**config.mk**
```make
export PLATFORM = sky130hd
export DESIGN_NAME = gate_exerciser
export DESIGN_NICKNAME = d
export VERILOG_FILES = /design/src/rtl/gate_exerciser.sv
export SDC_FILE = /design/constraint.sdc
export NUM_CORES = 1
export LEC_CHECK = 0
export CAP_MARGIN = 20
export CORE_MARGIN = 3
export CORE_UTILIZATION = 40
export DETAILED_ROUTE_END_ITERATION = 6
export GPL_ROUTABILITY_DRIVEN = 0
export SLEW_MARGIN = 30
export SYNTH_ARGS = -nofsm -noshare
export SYNTH_HDL_FRONTEND = slang
export SYNTH_SLANG_ARGS = --single-unit
```
**constraint.sdc**
```tcl
create_clock -name clk -period 2.7 [get_ports clk]
set_clock_uncertainty 0.1 [all_clocks]
set_input_delay 0.54 -clock clk [delete_from_list [all_inputs] [get_ports clk]]
set_output_delay 0.54 -clock clk [all_outputs]
set_load 0.05 [all_outputs]
```
**src/rtl/gate_exerciser.sv**
```systemverilog
// Exercises an external 2-input gate through all four input vectors and
// checks its output against the truth table of the selected gate type.
module gate_exerciser #(
    parameter int unsigned SETTLE_CYCLES = 2
) (
    input  logic       clk,
    input  logic       rst,
    input  logic       start,
    input  logic [2:0] gate_sel,
    input  logic       y_in,
    output logic       a_out,
    output logic       b_out,
    output logic       busy,
    output logic       done,
    output logic       pass,
    output logic [2:0] err_cnt,
    output logic [3:0] fail_vec,
    output logic       sel_err
);

    localparam int unsigned CNT_W   = 4;
    localparam int unsigned ERR_MAX = 4;

    typedef enum logic [1:0] {IDLE, SETTLE, SAMPLE, DONE} state_t;

    state_t             state_q, state_d;
    logic [2:0]         sel_q, sel_d;
    logic [1:0]         idx_q, idx_d;
    logic [CNT_W-1:0]   cnt_q, cnt_d;
    logic               a_d, b_d, busy_d, done_d, pass_d, sel_err_d;
    logic [2:0]         err_d;
    logic [3:0]         fail_d;
    logic               mismatch;

    // Reference truth table; illegal selections never reach SAMPLE.
    function automatic logic gate_eval(input logic [2:0] sel, input logic a, input logic b);
        case (sel)
            3'd0:    gate_eval = ~(a | b);
            3'd1:    gate_eval = a | b;
            3'd2:    gate_eval = a & b;
            3'd3:    gate_eval = ~(a & b);
            3'd4:    gate_eval = a ^ b;
            3'd5:    gate_eval = ~(a ^ b);
            default: gate_eval = 1'b0;
        endcase
    endfunction

    always_ff @(posedge clk) begin
        if (rst) begin
            state_q  <= IDLE;
            sel_q    <= 3'd0;
            idx_q    <= 2'd0;
            cnt_q    <= '0;
            a_out    <= 1'b0;
            b_out    <= 1'b0;
            busy     <= 1'b0;
            done     <= 1'b0;
            pass     <= 1'b0;
            err_cnt  <= 3'd0;
            fail_vec <= 4'd0;
            sel_err  <= 1'b0;
        end else begin
            state_q  <= state_d;
            sel_q    <= sel_d;
            idx_q    <= idx_d;
            cnt_q    <= cnt_d;
            a_out    <= a_d;
            b_out    <= b_d;
            busy     <= busy_d;
            done     <= done_d;
            pass     <= pass_d;
            err_cnt  <= err_d;
            fail_vec <= fail_d;
            sel_err  <= sel_err_d;
        end
    end

    always_comb begin
        state_d   = state_q;
        sel_d     = sel_q;
        idx_d     = idx_q;
        cnt_d     = cnt_q;
        a_d       = a_out;
        b_d       = b_out;
        busy_d    = busy;
        done_d    = 1'b0;
        pass_d    = pass;
        err_d     = err_cnt;
        fail_d    = fail_vec;
        sel_err_d = sel_err;
        // Case inequality so an X/Z from the gate under test counts as a miss.
        mismatch  = (y_in !== gate_eval(sel_q, a_out, b_out));

        case (state_q)
            IDLE: begin
                if (start) begin
                    sel_d     = gate_sel;
                    idx_d     = 2'd0;
                    err_d     = 3'd0;
                    fail_d    = 4'd0;
                    pass_d    = 1'b0;
                    sel_err_d = 1'b0;
                    a_d       = 1'b0;
                    b_d       = 1'b0;
                    busy_d    = 1'b1;
                    if (gate_sel >= 3'd6) begin
                        sel_err_d = 1'b1;
                        done_d    = 1'b1;
                        state_d   = DONE;
                    end else begin
                        cnt_d   = CNT_W'(SETTLE_CYCLES - 1);
                        state_d = SETTLE;
                    end
                end
            end
            SETTLE: begin
                if (cnt_q == '0) begin
                    state_d = SAMPLE;
                end else begin
                    cnt_d = cnt_q - CNT_W'(1);
                end
            end
            SAMPLE: begin
                if (mismatch) begin
                    fail_d[idx_q] = 1'b1;
                    if (err_cnt < 3'(ERR_MAX)) begin
                        err_d = err_cnt + 3'd1;
                    end
                end
                if (idx_q == 2'd3) begin
                    a_d     = 1'b0;
                    b_d     = 1'b0;
                    done_d  = 1'b1;
                    pass_d  = (err_d == 3'd0) && !sel_err;
                    state_d = DONE;
                end else begin
                    idx_d        = idx_q + 2'd1;
                    {a_d, b_d}   = 2'(idx_q + 2'd1);
                    cnt_d        = CNT_W'(SETTLE_CYCLES - 1);
                    state_d      = SETTLE;
                end
            end
            DONE: begin
                busy_d  = 1'b0;
                state_d = IDLE;
            end
            default: state_d = IDLE;
        endcase
    end

endmodule

```
After elaboration in Yosys (flattened, before gate mapping). Index checks and enable logic that the tools add are counted.

Memory bits (writable): 0. Flip-flop bits (word level): 24. Latch bits: 0. Memory bits (read-only): 0. Memories: 0. Logic and storage cells: 98. Input port bits: 7.

Bitwise gates (word level): 7. $add $sub $neg: 3. Magnitude comparators: 4. Eq/ne operators: 17. Reductions and logical operators: 18. Muxes and demuxes: 37. Multiply operators: 0. Shifts and indexed selects: 0. Divide/modulo/power cells: 0.

Operator list (number): $mux W4 (6); $ne A2 B2 Y1 const B (7); $mux W2 (6); $mux W3 (4); $pmux W4 S3 (1); $pmux W1 S2 (5); $mux W1 (9); $reduce_and A3 Y1 (3); $pmux W2 S4 (1); $pmux W4 S2 (1); $reduce_and A2 Y1 (4); $eq A2 B2 Y1 const B (3); $eq A3 B2 Y1 const B (2); $eq A3 B3 Y1 const B (2); $logic_not A3 Y1 (2); $pmux W1 S6 (1); $pmux W3 S2 (1); $reduce_and A5 Y1 (1); $logic_not A4 Y1 (1); $or A4 B4 Y4 (1); $pmux W2 S2 (1); $reduce_bool A2 Y1 (2); $sub A4 B1 Y4 const B (1); $add A3 B1 Y3 const B (1); other kinds (17) (20).

Longest topological paths before layout. Gate-level depths: netlist of run 1.

Depth in word-level cells: 10. Mapped depth: 8. Gate-level depth less buffers: 8.

Least setup slack after synthesis of run 1. Ideal clock, no wire load.

Kind: reg2reg. Start point: reg a_out. End point: reg err_cnt[1]. Data required time: 2531 ps. Setup time: 69 ps. Period minus slack after synthesis: 2227 ps. Stages on the path, launching flop included: 9. Slack: 473 ps. Arrival time: 2058 ps. Path through: dfxtp_1 > inv_1 > ha_1 > xnor2_2 > mux2i_1 > nand2_1 > o2111ai_1 > or4_1 > o21ai_1.

Longest elaborated chain between the ends: 7. Elaborated cells on any way between the ends: 11. Those cells by class: eq/ne: 1; mux: 4; bitwise: 6.

RTL lines: from (decl) (RTL line 11) `output logic a_out,`; from (signal assigned) (RTL line 54) `a_out <= 1'b0;`; from (signal assigned) (RTL line 67) `a_out <= a_d;`; $xor A1 B1 Y1, or another cell as far along (RTL line 42, 43); $not A1 Y1 (on tied branches) (RTL line 43, 38, 41); $pmux W1 S6 (*) (RTL line 37) `case (sel)`; $nex A1 B1 Y1 (*) (RTL line 92) `mismatch = (y_in !== gate_eval(sel_q, a_out, b_out));`; $mux W3 (*) (RTL line 124) `if (mismatch) begin`; $mux W3 (*) (RTL line 94) `case (state_q)`; $pmux W3 S2 (*) (RTL line 94); to (signal assigned) (RTL line 72) `err_cnt <= err_d;`; to (decl) (RTL line 16) `output logic [2:0] err_cnt,`.

Every way passes the cells marked *; elsewhere a longest branch is shown, timed or not. The select of a mux whose other input is x is not followed. A chain may end at the register's enable or synchronous reset.

Worst setup path in the final report of run 1.
Start point: reg a_out. End point: out a_out.

No word-level cell between the ends.

==> reports/qor.csv, run 1 <==
stage,metric,value,unit
run,drv_cap,0,
critical_path,endpoint_kind,primary output,
floorplan,core,2880,sq um
power,power_density,514,nW/um^2
synthesis,synth_edf_count,0,
synthesis,syn_area,1260,sq um
place,portBuffers,19,
cts,htree_levels,1,
finish,drive_gt1_frac,0.0400,
critical_path,start_kind,flip-flop,
sta,period_needed,2200,ps
finish,antenna_cells,0,
place,dp_hpwl,1980,microns
finish,layout_commonest_cell,dfxtp_1,
global_route,antenna_found_initial,0,
worst_hold_path,holdCritPathClass,flip-flop to flip-flop,
power,irDropWorstVdd,0.259,mV
critical_path,crit_chain,clkdlybuf4s50_1,
cts,cts_tree,built,
sta,worst_slew_pin_slew,505,ps
sta,fmax,455,MHz
synthesis,ys_warn_count,0,
critical_path,critPathArrivalTime,1560,ps
sta,hold_viol_final,0,
cts,clk_latency,310,ps
synthesis,netlist_instances,159,
synthesis,synth.avg_cell_area,7.92,sq um
cts,cts_resized,0,
finish,num-nets-final,193,
power,power.internal,520,uW
critical_path,critPathSlowestCell,clkdlybuf4s50_1,
cts,cts-root-buf,clkbuf_4,
detailed_routing,post-route-drc-count,0,
global_route,grt_usage,0.149,
sta,setup_tns,0,ps
critical_path,critical_path_class,flip-flop to primary output,
critical_path,worstSetupPathDepth,1,
synthesis,ys_ff_latch,24,
critical_path,cp_num_buf_inv,1,
power,p_leak,0.000561,uW
finish,syn2layout_area_growth,19.2,%
synthesis,syn_nets,175,
synthesis,yosys.area.top_type_share,0.382,
sta,finalCritPeriodShare,0.815,
global_route,grt_pass1_vias,943,
power,switching_share,0.325,
power,pwr-share-clk,0.202,
outcome,status,completed,
synthesis,synthArstFlopShare,0,
sta,slew_headroom,0.663,
cts,cts_made_buffers,3,
cts,path_clk_slew,120,ps
detailed_routing,finalWirelength,2560,microns
worst_hold_path,holdPathStages,2,
floorplan,die_h,62.1,microns
critical_path,cp_max_fo,4,
synthesis,ys.flop_type,dfxtp_1,
synthesis,synth_seq_area_share,0.382,
sta,rsz0062_at_grt,no,
detailed_routing,drtIter0Drc,47,
cts,cts_setup_buffers,0,
global_route,overflow,0,
sta,final.setup.worst_slack,500,ps
critical_path,required,2060,ps
floorplan,die_w,62.1,microns
global_route,grt_start_max_net_pins,16,
detailed_routing,vias,1068,
sta,setup_viol,0,
power,total_power,771,uW
cts,cts.path.max_buffers,2,
critical_path,r2r_cells,7,
synthesis,synth_area_leader_cell,dfxtp_1,
critical_path,critPathTopFamily,buffers and inverters,
place,place_ws,352,ps
floorplan,dieArea,3860,sq um
critical_path,cpPeakStageDelay,830,ps
sta,final_max_slew_viol_count,0,
power,switching_power,251,uW
power,pwr-share-seq,0.525,
synthesis,synth_cell_types,34,
floorplan,io_pins,20,
detailed_routing,detail-route-antenna-nets,0,
global_route,grt_pass1_wl,4230,microns
finish,final_cell_mix,"dfxtp_1, nor2_1, a21oi_1",
detailed_routing,drt-wirelength-per-cell,11.8,microns
detailed_routing,routed_via_density,4.92,
detailed_routing,drtPass1Iterations,6,
synthesis,synth_area_leaders,"dfxtp_1, ha_1, a21oi_1, nor2_1, nand2_1",
floorplan,initial_core_util,0.438,
cts,cts_hold_buf,0,
power,p_comb_frac,0.273,
cts,cts_sinks,24,
floorplan,rows,19,
## layer usage
layer | wire length [microns] | track usage | part of all wire
met4 | 29 | 0.0636 | 0.011
met1 | 1320 | 0.206 | 0.52
met3 | 91 | 0.0269 | 0.036
met2 | 1110 | 0.226 | 0.43
met5 | 0 | 0 | 0
## logic make-up after synthesis
logic type	share of synthesized area
AND/OR/NAND/NOR	0.233
AO/OA/AOI/OAI	0.177
flip-flops	0.382
buffers and inverters	0.0547
adder cells (fa/ha/maj)	0.0895
XOR/XNOR	0.0408
multiplexers	0.0239
## stage by stage
| step | instances | utilization | area (sq um) | hold WS (ps) |
|---|---|---|---|---|
| after floorplan | 159 | - | 1260 | 330 |
| after detailed placement | 214 | 0.514 | 1480 | 341 |
| after CTS | 217 | 0.522 | 1500 | 359 |
| after global placement | 214 | 0.514 | 1480 | 338 |
| final | 217 | 0.522 | 1500 | 364 |
| after global routing | 217 | 0.522 | 1500 | 392 |
## registers in the layout, indices dropped and copies added (netlist names)
name,count
busy,1
cnt_q,4
done,1
sel_err,1
a_out,1
idx_q,2
sel_q,3
fail_vec,4
state_q,2
b_out,1
err_cnt,3
pass,1
## area by class of cell
class | count | area (sq um)
Tap cell | 42 | 52.6
Clock buffer | 3 | 22.5
Multi-Input combinational cell | 118 | 709
Inverter | 10 | 37.5
Timing Repair Buffer | 20 | 198
Sequential cell | 24 | 480
Fill cell | 284 | 1380
## path summary, 6_finish.rpt
check / endpoint / slack [ps] / from
worst min register to register: fail_vec[3] / 360 / fail_vec[3]
worst min-delay path: fail_vec[3] / 360 / fail_vec[3]
worst max register to register: cnt_q[3] / 570 / cnt_q[0]
worst max-delay path: a_out / 500 / a_out
## cell usage after synthesis, types with 2 or more instances
| master | instances |
|---|---|
| nand3b_1 | 2 |
| o21ai_1 | 2 |
| nor2b_1 | 2 |
| nor3b_1 | 2 |
| nand2_1 | 21 |
| or4_1 | 2 |
| o22ai_1 | 2 |
| a21o_1 | 2 |
| dfxtp_1 | 24 |
| mux2i_1 | 3 |
| a22oi_1 | 3 |
| nor2_1 | 23 |
| nand2b_1 | 4 |
| xnor2_1 | 3 |
| nor3_1 | 2 |
| o21ai_0 | 2 |
| a21oi_1 | 22 |
| clkbuf_1 | 5 |
| inv_1 | 10 |
| ha_1 | 9 |
## power by group through the flow
stage               registers [uW]  clock network (uW)  logic (uW)
global placement               413                   0         208
floorplan                      419                   0         154
CTS                            405                 164         212
detailed placement             413                   0         210
global route                   410                 180         236
finish                         405                 156         211
Note: power is estimated with default switching activity, not from simulation.
==> run 2, diff against run 1 <==
==> constraint.sdc (replaced) <==
create_clock -name clk -period 2.2 [get_ports clk]
set_clock_uncertainty 0.1 [all_clocks]
set_input_delay 0.44 -clock clk [delete_from_list [all_inputs] [get_ports clk]]
set_output_delay 0.44 -clock clk [all_outputs]
set_load 0.05 [all_outputs]
==> run 2 against run 1 <==
- first-iteration DRC count increased by 4.3%
- largest power group unchanged
- sequential cell count unchanged
- die area unchanged
- non-clock buffer count increased by 1
- utilization increased by 0.87 points
- routed wire length increased by 1.8%
- clock power increased by 50%
- cell count increased by 0.92%
- worst hold slack got worse by 7.3 ps
- sequential share of layout area decreased by 0.28 points
==> reports/qor.csv, run 2 (synthesis gave the netlist of run 1 again) <==
stage,metric,value,unit,change
place,place_ws,-13.3,ps,was 352 ps
cts,cts_tree,built,,unchanged
worst_hold_path,holdCritPathClass,flip-flop to flip-flop,,unchanged
global_route,grt_pass1_wl,4360,microns,was 4230 microns
sta,setup_viol,0,,unchanged
cts,path_clk_slew,120,ps,about the same
outcome,status,completed,,unchanged
critical_path,cpPeakStageDelay,830,ps,about the same
detailed_routing,vias,1092,,was 1068
detailed_routing,drtIter0Drc,49,,was 47
cts,cts.path.max_buffers,2,,unchanged
floorplan,core,2880,sq um,unchanged
finish,antenna_cells,0,,unchanged
critical_path,critPathTopFamily,buffers and inverters,,unchanged
detailed_routing,drt-wirelength-per-cell,11.9,microns,was 11.8 microns
finish,drive_gt1_frac,0.0678,,was 0.0400
sta,worst_slew_pin_slew,498,ps,was 505 ps
detailed_routing,route.met3.wl,131,microns,was 91 microns
finish,post-route-util,0.530,,was 0.522
run,drv_cap,0,,unchanged
sta,fmax,475,MHz,
floorplan,die_w,62.1,microns,unchanged
finish,num-nets-final,194,,was 193
cts,cts_hold_buf,0,,unchanged
global_route,overflow,0,,unchanged
finish,reg_top3,"cnt_q: 4 flops, fail_vec: 4 flops",,unchanged
finish,final_cell_mix,"nor2_1, a21oi_1, nand2_1, dfxtp_1, clkdlybuf4s50_1",,"was dfxtp_1, nor2_1, a21oi_1"
place,dp_hpwl,1970,microns,was 1980 microns
detailed_routing,finalWirelength,2600,microns,was 2560 microns
detailed_routing,wl_met2,1080,microns,was 1110 microns
floorplan,rows,19,,unchanged
critical_path,cp_num_buf_inv,1,,unchanged
cts,clk_latency,320,ps,was 310 ps
place,portBuffers,19,,unchanged
sta,finalCritPeriodShare,0.957,,
critical_path,crit_chain,clkdlybuf4s50_1,,unchanged
critical_path,start_kind,flip-flop,,unchanged
critical_path,endpoint_kind,primary output,,unchanged
power,total_power,995,uW,was 771 uW
cts,cts_sinks,24,,unchanged
sta,rsz0062_at_grt,no,,unchanged
global_route,grt_pass1_vias,1004,,was 943
sta,hold_viol_final,0,,unchanged
critical_path,required,1660,ps,was 2060 ps
floorplan,die_h,62.1,microns,unchanged
global_route,antenna_found_initial,0,,unchanged
detailed_routing,top_layer,met4,,unchanged
floorplan,initial_core_util,0.438,,unchanged
sta,final_max_slew_viol_count,0,,unchanged
sta,period_needed,2110,ps,
sta,final.setup.worst_slack,94.7,ps,was 500 ps
critical_path,cp_max_fo,5,,was 4
finish,layout_commonest_cell,nor2_1,,was dfxtp_1
global_route,grt_usage,0.150,,was 0.149
detailed_routing,wl_met1,1360,microns,was 1320 microns
floorplan,io_pins,20,,unchanged
cts,cts_made_buffers,3,,unchanged
cts,htree_levels,1,,unchanged
critical_path,critPathSlowestCell,clkdlybuf4s50_1,,unchanged
finish,fillerInstances,284,,unchanged
detailed_routing,routed_via_density,4.99,,was 4.92
power,irDropWorstVdd,0.334,mV,was 0.259 mV
power,power_density,653,nW/um^2,was 514 nW/um^2
sta,slew_headroom,0.667,,was 0.663
detailed_routing,drtPass1Iterations,4,,was 6
detailed_routing,detail-route-antenna-nets,0,,unchanged
finish,syn2layout_area_growth,21.2,%,was 19.2%
power,p_leak,0.000575,uW,was 0.000561 uW
detailed_routing,post-route-drc-count,0,,unchanged
critical_path,critical_path_class,flip-flop to primary output,,unchanged
cts,cts-root-buf,clkbuf_4,,unchanged
floorplan,dieArea,3860,sq um,unchanged
global_route,grt_start_max_net_pins,14,,was 16
critical_path,critPathArrivalTime,1570,ps,was 1560 ps
## run 2: cell types whose count changed in the layout (fill, tap and decap cells not counted), sizes merged
| cell | delta |
|---|---|
| buf | +1 |
| clkbuf | +1 |
## run 2: per-layer routing
layer  up-vias  GRT usage
li1        575          -
met1       485      0.209
met2        28      0.219
met3         4     0.0269
met4         0     0.0758
met5         -          0
## run 2: area by class of cell
class,count,area [sq um],share of cell area
Clock buffer,4,36.3,0.0238
Inverter,10,37.5,0.0246
Multi-Input combinational cell,118,709,0.465
Sequential cell,24,484,0.317
Tap cell,42,52.6,0.0345
Timing Repair Buffer,21,205,0.135
## run 2: path summary, 6_finish.rpt
kind               start          end  slack [ps]  cells past startpoint
min reg2reg  fail_vec[3]  fail_vec[3]         360                      2
min          fail_vec[3]  fail_vec[3]         360                      2
max           err_cnt[2]   err_cnt[2]          90                      1
max reg2reg     cnt_q[0]     cnt_q[3]         130                      7
## run 2: timing repair
| action | 4_1_cts | 5_1_grt |
|---|---|---|
| setup buffers | 0 | 0 |
| endpoints found under the setup margin | 0 | 1 |
| endpoints found under the hold margin | 0 | 0 |
| resized for setup | 0 | 1 |
## run 2: through the flow
stage          cells  TNS (ps)  hold slack (ps)  area [sq um]
6_report         219         0              357          1530
3_5_place_dp     215     -14.8              345          1490
4_1_cts          219         0              363          1520
2_1_floorplan    159         0              330          1260
5_1_grt          219         0              382          1530
3_3_place_gp     215         0              337          1490
## run 2: worst min-delay path, stage by stage (launching register included)
cell     delay, ps
dfxtp_1        330
inv_1           50
a21oi_1         50
## run 2: power by group
group,switching [uW],total [uW],internal (uW)
Combinational,148,261,114
Clock,133,234,101
Sequential,36.0,500,464
==> run 3, diff against run 2 <==
--- a/config.mk
+++ b/config.mk
@@ -9,6 +9,7 @@
 export CORE_MARGIN = 3
 export CORE_UTILIZATION = 40
 export DETAILED_ROUTE_END_ITERATION = 6
+export DONT_BUFFER_PORTS = 1
 export GPL_ROUTABILITY_DRIVEN = 0
 export SLEW_MARGIN = 30
 export SYNTH_ARGS = -nofsm -noshare
==> run 3 against run 2 <==
- non-clock buffer count is 17 lower
- critical endpoint is now cnt_q[3]
- sequential power grew 3%
- worst setup slack got worse by 5.2 ps
- largest power group unchanged
- sequential cell count did not move
==> reports/qor.csv, run 3 (synthesis gave the netlist of run 1 again) <==
stage,metric,value,unit,change
sta,fmax,474,MHz,was 475 MHz
sta,rsz0062_at_grt,no,,unchanged
global_route,grt_pass1_wl,4180,microns,was 4360 microns
place,portBuffers,0,,was 19
detailed_routing,drtIter0Drc,23,,was 49
detailed_routing,detail-route-antenna-nets,0,,unchanged
run,drv_cap,0,,unchanged
sta,finalCritPeriodShare,0.959,,was 0.957
finish,post-route-util,0.477,,was 0.530
power,p_leak,0.000526,uW,was 0.000575 uW
critical_path,endpoint_kind,flip-flop,,was primary output
finish,antenna_cells,0,,unchanged
floorplan,io_pins,20,,unchanged
power,pwr-share-clk,0.303,,was 0.235
power,power_density,765,nW/um^2,was 653 nW/um^2
sta,setup_tns,0,ps,unchanged
critical_path,cp_max_fo,5,,unchanged
detailed_routing,post-route-drc-count,0,,unchanged
sta,final_max_slew_viol_count,0,,unchanged
sta,period_needed,2110,ps,about the same
finish,fillerInstances,305,,was 284
finish,drive_gt1_frac,0.100,,was 0.0678
floorplan,rows,19,,unchanged
power,switching_power,306,uW,was 317 uW
power,switching_share,0.292,,was 0.318
place,placed_area,1310,sq um,was 1490 sq um
floorplan,die_h,62.1,microns,unchanged
cts,htree_levels,1,,unchanged
cts,path_clk_slew,130,ps,was 120 ps
cts,cts.path.max_buffers,2,,unchanged
place,dp_cells,198,,was 215
critical_path,critical_path_class,flip-flop to flip-flop,,was flip-flop to primary output
critical_path,start_kind,flip-flop,,unchanged
power,p_comb_frac,0.205,,was 0.263
power,power.internal,742,uW,was 679 uW
sta,worst_slew_pin_slew,592,ps,was 498 ps
cts,cts_tree,built,,unchanged
detailed_routing,drt-wirelength-per-cell,12.6,microns,was 11.9 microns
place,dp_hpwl,1950,microns,was 1970 microns
global_route,overflow,0,,unchanged
cts,clk_latency,310,ps,was 320 ps
floorplan,initial_core_util,0.438,,unchanged
cts,cts_sinks,24,,unchanged
global_route,grt_usage,0.146,,was 0.150
cts,cts_made_buffers,3,,unchanged
sta,slew_headroom,0.605,,was 0.667
floorplan,die_w,62.1,microns,unchanged
finish,layout_commonest_cell,nor2_1,,unchanged
cts,cts-root-buf,clkbuf_4,,unchanged
finish,syn2layout_area_growth,8.95,%,was 21.2%
detailed_routing,routed_via_density,5.17,,was 4.99
finish,layoutNonFillerInstCount,202,,was 219
sta,hold_viol_final,0,,unchanged
critical_path,critPathArrivalTime,2270,ps,was 1570 ps
global_route,antenna_found_initial,0,,unchanged
critical_path,required,2360,ps,was 1660 ps
detailed_routing,finalWirelength,2540,microns,was 2600 microns
finish,reg_top3,"cnt_q: 4 flops, fail_vec: 4 flops",,unchanged
global_route,grt_pass1_vias,945,,was 1004
finish,finalInstanceArea,1370,sq um,was 1530 sq um
worst_hold_path,holdCritPathClass,input port to flip-flop,,was flip-flop to flip-flop
outcome,status,completed,,unchanged
power,pwr-share-seq,0.492,,was 0.502
global_route,grt_start_max_net_pins,23,,was 14
power,irDropWorstVdd,0.478,mV,was 0.334 mV
critical_path,cpPeakStageDelay,440,ps,was 830 ps
critical_path,critPathSlowestCell,or4_1,,was clkdlybuf4s50_1
critical_path,crit_chain,inv_1 > ha_1 > nor3b_1 > or3b_4 > or4_1 > a21oi_1 > a21boi_1,,was clkdlybuf4s50_1
floorplan,dieArea,3860,sq um,unchanged
finish,num-nets-final,177,,was 194
finish,final_cell_mix,"nor2_1, nand2_1, a21oi_1",,"was nor2_1, a21oi_1, nand2_1, dfxtp_1, clkdlybuf4s50_1"
detailed_routing,drtPass1Iterations,4,,unchanged
floorplan,core,2880,sq um,unchanged
sta,setup_viol,0,,unchanged
detailed_routing,vias,1045,,was 1092
[run 3: cell types whose count changed in the layout (fill, tap and decap cells not counted), sizes merged]
cell / delta
clkdlybuf4s50: -19
clkbuf: -1
bufinv: +1
buf: +2
[run 3: cell type report]
cell class                      instances  area, sq um  area share
Inverter                               10         37.5      0.0274
Timing Repair Buffer                    4         30.0      0.0219
Sequential cell                        24          485       0.354
Multi-Input combinational cell        118          713       0.520
Tap cell                               42         52.6      0.0383
Clock buffer                            3         22.5      0.0164
Clock inverter                          1         30.0      0.0219
[run 3: worst max-delay path: cells and delay by family (launching register included)]
kind | cells | cell delay (ps)
simple gates | 3 | 1010
flops | 1 | 370
compound gates | 2 | 320
fa+ha+maj | 1 | 190
buf+inv | 1 | 60
[run 3: path summary, 6_finish.rpt]
kind	start	to	slack, ps	cells past startpoint
max	cnt_q[0]	cnt_q[3]	90	7
min	rst	b_out	70	1
max reg2reg	cnt_q[0]	cnt_q[3]	90	7
min reg2reg	cnt_q[3]	cnt_q[3]	380	1
[run 3: repair_timing]
item,CTS,global route
hold buffers,0,0
setup endpoints to repair,0,2
gates resized for setup,0,3
setup buffers,0,0
[run 3: per-layer routing]
layer	up-vias	track usage	routed length [microns]	part of all wire
met3	2	0.0579	175	0.069
met4	0	0.0364	18	0.0071
met1	478	0.185	1170	0.46
li1	538	-	-	-
met5	-	0	0	0
met2	27	0.234	1170	0.46
[run 3: through the flow]
step / power [uW] / setup slack [ps] / hold slack, ps
CTS: 1060 / 68.2 / 51.0
floorplan: 704 / 154 / 330
detailed placement: 736 / 105 / 361
finish: 1050 / 89.5 / 70.0
global route: 1120 / 3.15 / 44.2
global placement: 729 / 192 / 351
[run 3: power by group through the flow]
stage | logic [uW] | registers, uW | clock network (uW)
2_1_floorplan | 189 | 515 | 0
3_3_place_gp | 205 | 523 | 0
3_5_place_dp | 212 | 524 | 0
4_1_cts | 213 | 514 | 334
5_1_grt | 248 | 522 | 348
6_report | 215 | 516 | 317
